**src/rtl/bus_arbiter8.sv**
```systemverilog
// ---------------------------------------------------------------------------
// bus_arbiter8
// Eight-requester round-robin bus arbiter with burst ownership.
// A winner is picked in IDLE by searching upward from the round-robin
// pointer.  The winner then owns the shared 8:1 data path until it sends its
// last beat, reaches MAX_BURST beats, or drops its request.  Each grant is
// followed by at least one IDLE cycle.
// ---------------------------------------------------------------------------
module bus_arbiter8 #(
    parameter int DATA_W    = 64,
    parameter int MAX_BURST = 4
) (
    input  logic                clk,
    input  logic                reset,
    input  logic [7:0]          req,
    input  logic [7:0]          last,
    input  logic [8*DATA_W-1:0] din,
    input  logic                out_ready,
    output logic [7:0]          grant,
    output logic [2:0]          sel,
    output logic                out_valid,
    output logic [DATA_W-1:0]   out_data,
    output logic [7:0]          ack,
    output logic                busy
);

    typedef enum logic [0:0] {
        ST_IDLE = 1'b0,
        ST_OWN  = 1'b1
    } state_t;

    // Burst limit as a 4-bit value so it compares directly with the counter.
    localparam logic [3:0] BURST_LIMIT = 4'(MAX_BURST);

    // Round-robin search: the first set request at or above ptr, wrapping
    // 7 -> 0.  Bit 3 of the result flags that a winner exists, bits 2:0 are
    // its index.  The loop walks downward so the lowest offset wins last.
    function automatic logic [3:0] find_winner(input logic [7:0] req_v,
                                               input logic [2:0] ptr);
        logic [3:0] res;
        logic [2:0] idx;
        res = 4'b0000;
        for (int k = 7; k >= 0; k--) begin
            idx = ptr + 3'(k);
            if (req_v[idx]) begin
                res = {1'b1, idx};
            end else begin
                res = res;
            end
        end
        return res;
    endfunction

    // Binary index to one-hot grant vector.
    function automatic logic [7:0] onehot8(input logic [2:0] idx);
        return 8'b0000_0001 << idx;
    endfunction

    state_t      r_state;
    logic [7:0]  r_grant;
    logic [2:0]  r_sel;
    logic [2:0]  r_rr_ptr;
    logic [3:0]  r_cnt;
    logic        r_busy;

    logic [3:0]  w_winner;
    logic        w_win_valid;
    logic [2:0]  w_win_idx;
    logic        w_valid;
    logic        w_xfer;
    logic [3:0]  w_cnt_inc;
    logic        w_release;
    logic [7:0]  w_ack;

    // Arbitration candidate from the current round-robin pointer.
    always_comb begin
        w_winner    = find_winner(req, r_rr_ptr);
        w_win_valid = w_winner[3];
        w_win_idx   = w_winner[2:0];
    end

    // Handshake decode while a grant is held; everything quiet in IDLE.
    always_comb begin
        w_valid   = 1'b0;
        w_xfer    = 1'b0;
        w_cnt_inc = r_cnt + 4'd1;
        w_release = 1'b0;
        w_ack     = 8'h00;
        if (r_state == ST_OWN) begin
            w_valid = req[r_sel];
            w_xfer  = req[r_sel] & out_ready;
            if (w_xfer) begin
                w_ack     = r_grant;
                w_release = last[r_sel] | (w_cnt_inc == BURST_LIMIT);
            end else begin
                w_ack     = 8'h00;
                // An abandoned grant (request dropped) releases with no beat.
                w_release = ~req[r_sel];
            end
        end else begin
            w_valid   = 1'b0;
            w_xfer    = 1'b0;
            w_release = 1'b0;
            w_ack     = 8'h00;
        end
    end

    // Arbiter state machine: owner, select, pointer, beat count and busy.
    always_ff @(posedge clk or posedge reset) begin
        if (reset) begin
            r_state  <= ST_IDLE;
            r_grant  <= 8'h00;
            r_sel    <= 3'd0;
            r_rr_ptr <= 3'd0;
            r_cnt    <= 4'd0;
            r_busy   <= 1'b0;
        end else begin
            case (r_state)
                ST_IDLE: begin
                    if (w_win_valid) begin
                        r_state <= ST_OWN;
                        r_grant <= onehot8(w_win_idx);
                        r_sel   <= w_win_idx;
                        r_cnt   <= 4'd0;
                        r_busy  <= 1'b1;
                    end else begin
                        // Nobody asking: keep sel so out_data stays put.
                        r_state <= ST_IDLE;
                        r_grant <= 8'h00;
                        r_busy  <= 1'b0;
                    end
                end
                ST_OWN: begin
                    if (w_release) begin
                        r_state  <= ST_IDLE;
                        r_grant  <= 8'h00;
                        r_rr_ptr <= r_sel + 3'd1;
                        r_cnt    <= 4'd0;
                        r_busy   <= 1'b0;
                    end else if (w_xfer) begin
                        r_cnt <= w_cnt_inc;
                    end else begin
                        // Stalled beat: hold everything.
                        r_cnt <= r_cnt;
                    end
                end
                default: begin
                    // Unreachable encoding: fall back to a safe idle.
                    r_state <= ST_IDLE;
                    r_grant <= 8'h00;
                    r_cnt   <= 4'd0;
                    r_busy  <= 1'b0;
                end
            endcase
        end
    end

    assign grant     = r_grant;
    assign sel       = r_sel;
    assign busy      = r_busy;
    assign out_valid = w_valid;
    assign ack       = w_ack;
    assign out_data  = din[r_sel*DATA_W +: DATA_W];

endmodule

```
**config.mk**
```make
export PLATFORM = sky130hd
export DESIGN_NAME = bus_arbiter8
export DESIGN_NICKNAME = d
export VERILOG_FILES = /design/src/rtl/bus_arbiter8.sv
export SDC_FILE = /design/constraint.sdc
export NUM_CORES = 1
export LEC_CHECK = 0
export CAP_MARGIN = 25
export CORE_AREA = 2 2 242 244
export CTS_CLUSTER_SIZE = 10
export DETAILED_ROUTE_END_ITERATION = 8
export DIE_AREA = 0 0 244 246
export HOLD_SLACK_MARGIN = 0.1
export PLACE_DENSITY = 0.48
export SLEW_MARGIN = 20
export SYNTH_ARGS = -nofsm -noshare
export SYNTH_HDL_FRONTEND = slang
export SYNTH_SLANG_ARGS = --single-unit
```
**constraint.sdc**
```tcl
create_clock -name clk -period 6.1 [get_ports clk]
set_input_delay 1.22 -clock clk [delete_from_list [all_inputs] [get_ports clk]]
set_output_delay 1.22 -clock clk [all_outputs]
set_load 0.01 [all_outputs]
```
After elaboration in Yosys (flattened, before gate mapping)
Index checks and enable logic that the tools add are counted.
{ "word_totals": {"wordCells": 83, "mem_count": 0, "mem_bits_ro": 0, "latch_bits": 0, "out_inout_bits": 85, "ram_bits": 0, "input_bits": 531, "regBits": 20} }
{ "op_classes": {"addsub": 9, "magnitude_cmp": 9, "mul": 0, "n_div": 0, "n_bitwise": 4, "muxes": 46, "reduce_logical": 3, "shift": 2, "n_eq_ne": 4} }
{ "ops": {"columns": ["cell", "count"], "rows": [
  ["$shiftx A512 B10 Y64", 1],
  ["$mux W4", 11],
  ["$lt A3 B4 Y1 const B", 9],
  ["$mux W8", 4],
  ["$bmux W1 S3", 10],
  ["$mux W1", 17],
  ["$pmux W8 S2", 1],
  ["$add A3 B3 Y3 const B", 4],
  ["$pmux W4 S2", 1],
  ["$shl A1 B3 Y8 const A", 1],
  ["$add A3 B1 Y3 const B", 2],
  ["$add A3 B2 Y3 const B", 2],
  ["$reduce_and A2 Y1", 3],
  ["$add A4 B1 Y4 const B", 1],
  ["$eq A4 B3 Y1 const B", 1],
  ["$pmux W1 S2", 2],
  ["$ne A3 B1 Y1 const B", 1],
  ["$ne A2 B1 Y1 const B", 1],
  ["$ne A2 B2 Y1 const B", 1],
  ["$not A1 Y1", 2],
  ["$and A1 B1 Y1", 1],
  ["$or A1 B1 Y1", 1]
]} }

Depth between registers and ports, before layout
{ "logic_depth": {"depth_word": 14, "ltp_mapped": 13, "ltp_nobuf": 9} }

Least setup slack after synthesis
Ideal clock, no wire load.
{ "synth_timing": {"path_kind": "input to output", "startpoint": "input req[7]", "endpoint": "output ack[0]", "required_ps": 4880, "stages": 5, "setup_slack_ps": 2565, "arrival_time_ps": 2315, "cell_sequence": "mux4_2 > mux2i_1 > nor2b_1 > clkbuf_1 > and3_1"} }
{ "synth_between": {"elab_chain_len": 5} }
{ "synth_lines": {"columns": ["item", "line", "text"], "rows": [
  ["start, declared", "15", "input logic [7:0] req,"],
  ["$bmux W1 S3", "91", "w_xfer = req[r_sel] & out_ready;"],
  ["$mux W1 (implied by the code)", "91", null],
  ["$and A1 B1 Y1", "91", null],
  ["$mux W8", "92", "if (w_xfer) begin"],
  ["$mux W8", "89", "if (r_state == ST_OWN) begin"],
  ["end, declared", "23", "output logic [7:0] ack,"]
]} }
No other way between the ends. The select of a mux whose other input is x is not followed.

Worst setup path in the final report
{ "layout_timing": {"startpoint": "input req[6]", "endpoint": "output ack[5]"} }
Same word-level chain as after synthesis.

==> metrics.yaml <==
routing:
  wl_per_cell_um: 27.4
  drtIter0Drc: 441
  drtPass1Iterations: 5
  vias: 7355
  drc: 0
  postRouteAntennaNets: 0
  via_per_inst: 4.03
  drt_wl_total_um: 50000
critical_path:
  crit_path_end_kind: "output port"
  critPathArrivalTime_ps: 3620
  start_kind: "input pin"
  critPathRequiredTime_ps: 4880
  critical_path_class: "in -> out"
  path_max_fanout: 11
  reg2reg_setup_slack_ps: 2550
  r2r-end: "sel[2]"
  reg2reg_from: "r_rr_ptr[1]"
  r2r_cells: 10
pwr:
  p_int_mw: 2.76
  p_leak_nw: 4.46
  power_frac_comb_pct: 88.2
  ir_drop_mv: 0.192
  seq_power_share_pct: 8.9
  p_per_area_nw_per_um2: 384
  power_frac_clock_pct: 2.9
  sw_frac_of_total_pct: 45.6
  net-switching-power_mw: 2.31
clocking:
  clkSinkCount: 20
  post_cts_resized: 0
  cts.hold.buffers_added: 0
  cts.path.max_buffers: 2
  cts.htree.levels: 1
  tritoncts: "yes"
  insertion_delay_ps: 250
  post_cts_buffers: 0
  clk_pin_slew_ps: 60
  numCtsBuffers: 3
  cts-root-buf: "clkbuf_16"
place:
  gp_congestion: 0.894
  io_buffers: 615
  place_inst: 1816
  dp_hpwl_um: 44600
sta:
  clock.fmax_mhz: 207
  tns_ps: 0
  min_period_ps: 4840
  finalSetupViolCount: 0
  fin_crit_sh_pct: 79.4
  hold_viol: 0
  maxSlewViolCount: 0
  finClkSkew_ps: 1.19
  slew_headroom_pct: 34.2
  rsz0062_at_grt: "false"
  tightest_slew_ps: 988
worst_hold_path:
  min_path_cells: 2
  hold-path-endpoint: "grant[6]"
  hp-class: "reg -> reg"
  min_from: "grant[6]"
cells_and_area:
  layout_common_cells: "615 x clkdlybuf4s50_1, 146 x mux4_2, 71 x mux2_2, 26 x nand2_1, 17 x dfrtp_1"
  nets: 1592
  layout-drive-gt1-share_pct: 23.8
  layout_commonest_cell: "clkdlybuf4s50_1"
  layoutNonFillerInstCount: 1825
  area_delta_synth_final_pct: 116
grt:
  track_usage_pct: 15.7
  antenna_found_initial: 31
  gr-total-overflow: 0
  grt_max_degree: 65
  grt_pass1_vias: 7833
  grt_pass1_wl_um: 65900
synth:
  synth_flop_cell: "dfrtp_1"
  synth_cell_type_count: 63
  yosysTopAreaCell: "mux4_2"
  synth-edff-count: 0
  syn_inst: 478
  yosys-top-cells-area: "mux4_2 54%, mux2_2 13%, dfrtp_1 8.2%"
  async_flop_share_pct: 100
  ys_warn_count: 0
  ys_seq_area_share_pct: 8.19
  syn_avg_cell_area_um2: 12.8
  syn_area_um2: 6110
  synth-seq-cells: 20
  synth_top_area_share_pct: 53.8
  syn-num-nets: 1014
die:
  dieArea_um2: 60000
  dieWidth_um: 244
  pin_count: 616
  placement_rows: 88
  coreArea_um2: 57400
  initial_utilization_pct: 10.7
  die_y_um: 246
run_status:
  status: "finished, final reports clean"
run:
  maxCapViolations: 0
cells in the mapped netlist (3+ instances only):
master / n
mux4_2: 146
mux2_2: 71
nand2_1: 26
clkbuf_1: 23
dfrtp_1: 20
a21oi_1: 14
buf_2: 13
buf_1: 11
and3_1: 10
mux2i_1: 10
o21ai_0: 10
inv_1: 9
nor2_1: 9
nor2b_1: 9
o31ai_1: 8
nand2b_1: 6
ha_1: 5
a221oi_2: 4
and2_1: 4
nand3_1: 4
nand3b_1: 4
a22o_1: 3
buf_4: 3
buf_6: 3
nor3_1: 3
or2_2: 3
xnor2_1: 3
power groups by stage:
stage | Clock (mW) | Sequential [mW] | Combinational (mW)
2_1_floorplan | 0 | 0.226 | 2.82
3_3_place_gp | 0 | 0.469 | 4.50
3_5_place_dp | 0 | 0.475 | 4.52
4_1_cts | 0.152 | 0.472 | 4.54
5_1_grt | 0.160 | 0.492 | 4.76
6_report | 0.149 | 0.451 | 4.47
layout make-up:
class / instances / area, um2
multi-input cells: 394 / 5320
inverters: 11 / 41.3
repair buffers: 626 / 6260
diodes: 5 / 12.5
flip-flops and latches: 20 / 512
well taps: 765 / 957
fillers: 6162 / 44200
clock buffers: 4 / 88.8
cells by family (layout without fill, tap and decap cells):
| family | after synthesis | in the layout | share of synthesized area (%) |
|---|---|---|---|
| simple gates | 89 | 89 | 7.96 |
| buf+inv | 64 | 641 | 4.75 |
| compound gates | 67 | 67 | 8.46 |
| xor+xnor | 6 | 6 | 1.11 |
| fa+ha+maj | 5 | 5 | 1.02 |
| other cells | 0 | 5 | 0 |
| mux | 227 | 227 | 68.5 |
| flops | 20 | 20 | 8.19 |
metal layers:
metal	vias up	share of wire [%]	wire, um	GRT usage, %
li1	3213	-	-	-
met1	3743	39	19600	19.0
met2	333	52	26200	28.7
met3	48	7.1	3530	4.19
met4	18	1.1	527	1.51
met5	-	0.25	126	0
worst max path at each step:
stage,start,endpoint,slack [ps],cells past startpoint
floorplan,req[7],ack[0],2560,5
global placement,req[6],ack[5],1320,6
detailed placement,req[7],ack[2],1240,6
CTS,req[7],ack[2],1240,6
global route,req[7],ack[2],1050,6
finish,req[6],ack[5],1260,6
state kept, by name (all words and copies together) (netlist names):
signal,flops
r_state,1
r_rr_ptr,3
busy,1
r_cnt,4
sel,3
grant,8
through the flow:
stage	area (um2)	hold WS [ps]	setup WS (ps)	total power [mW]	utilization [%]
floorplan	6110	513	2560	3.04	-
global placement	13100	479	1320	4.97	22.8
detailed placement	13100	496	1240	5.00	22.8
CTS	13200	509	1240	5.16	23.0
global route	13200	543	1050	5.41	23.0
finish	13200	506	1260	5.07	23.0
critical path, stage by stage:
cell             delay, ps
clkdlybuf4s50_1        720
mux4_2                 320
mux2i_1                120
nor2b_1                480
and3_1                 230
clkdlybuf4s50_1        530
Power figures use the tool's default switching activity.
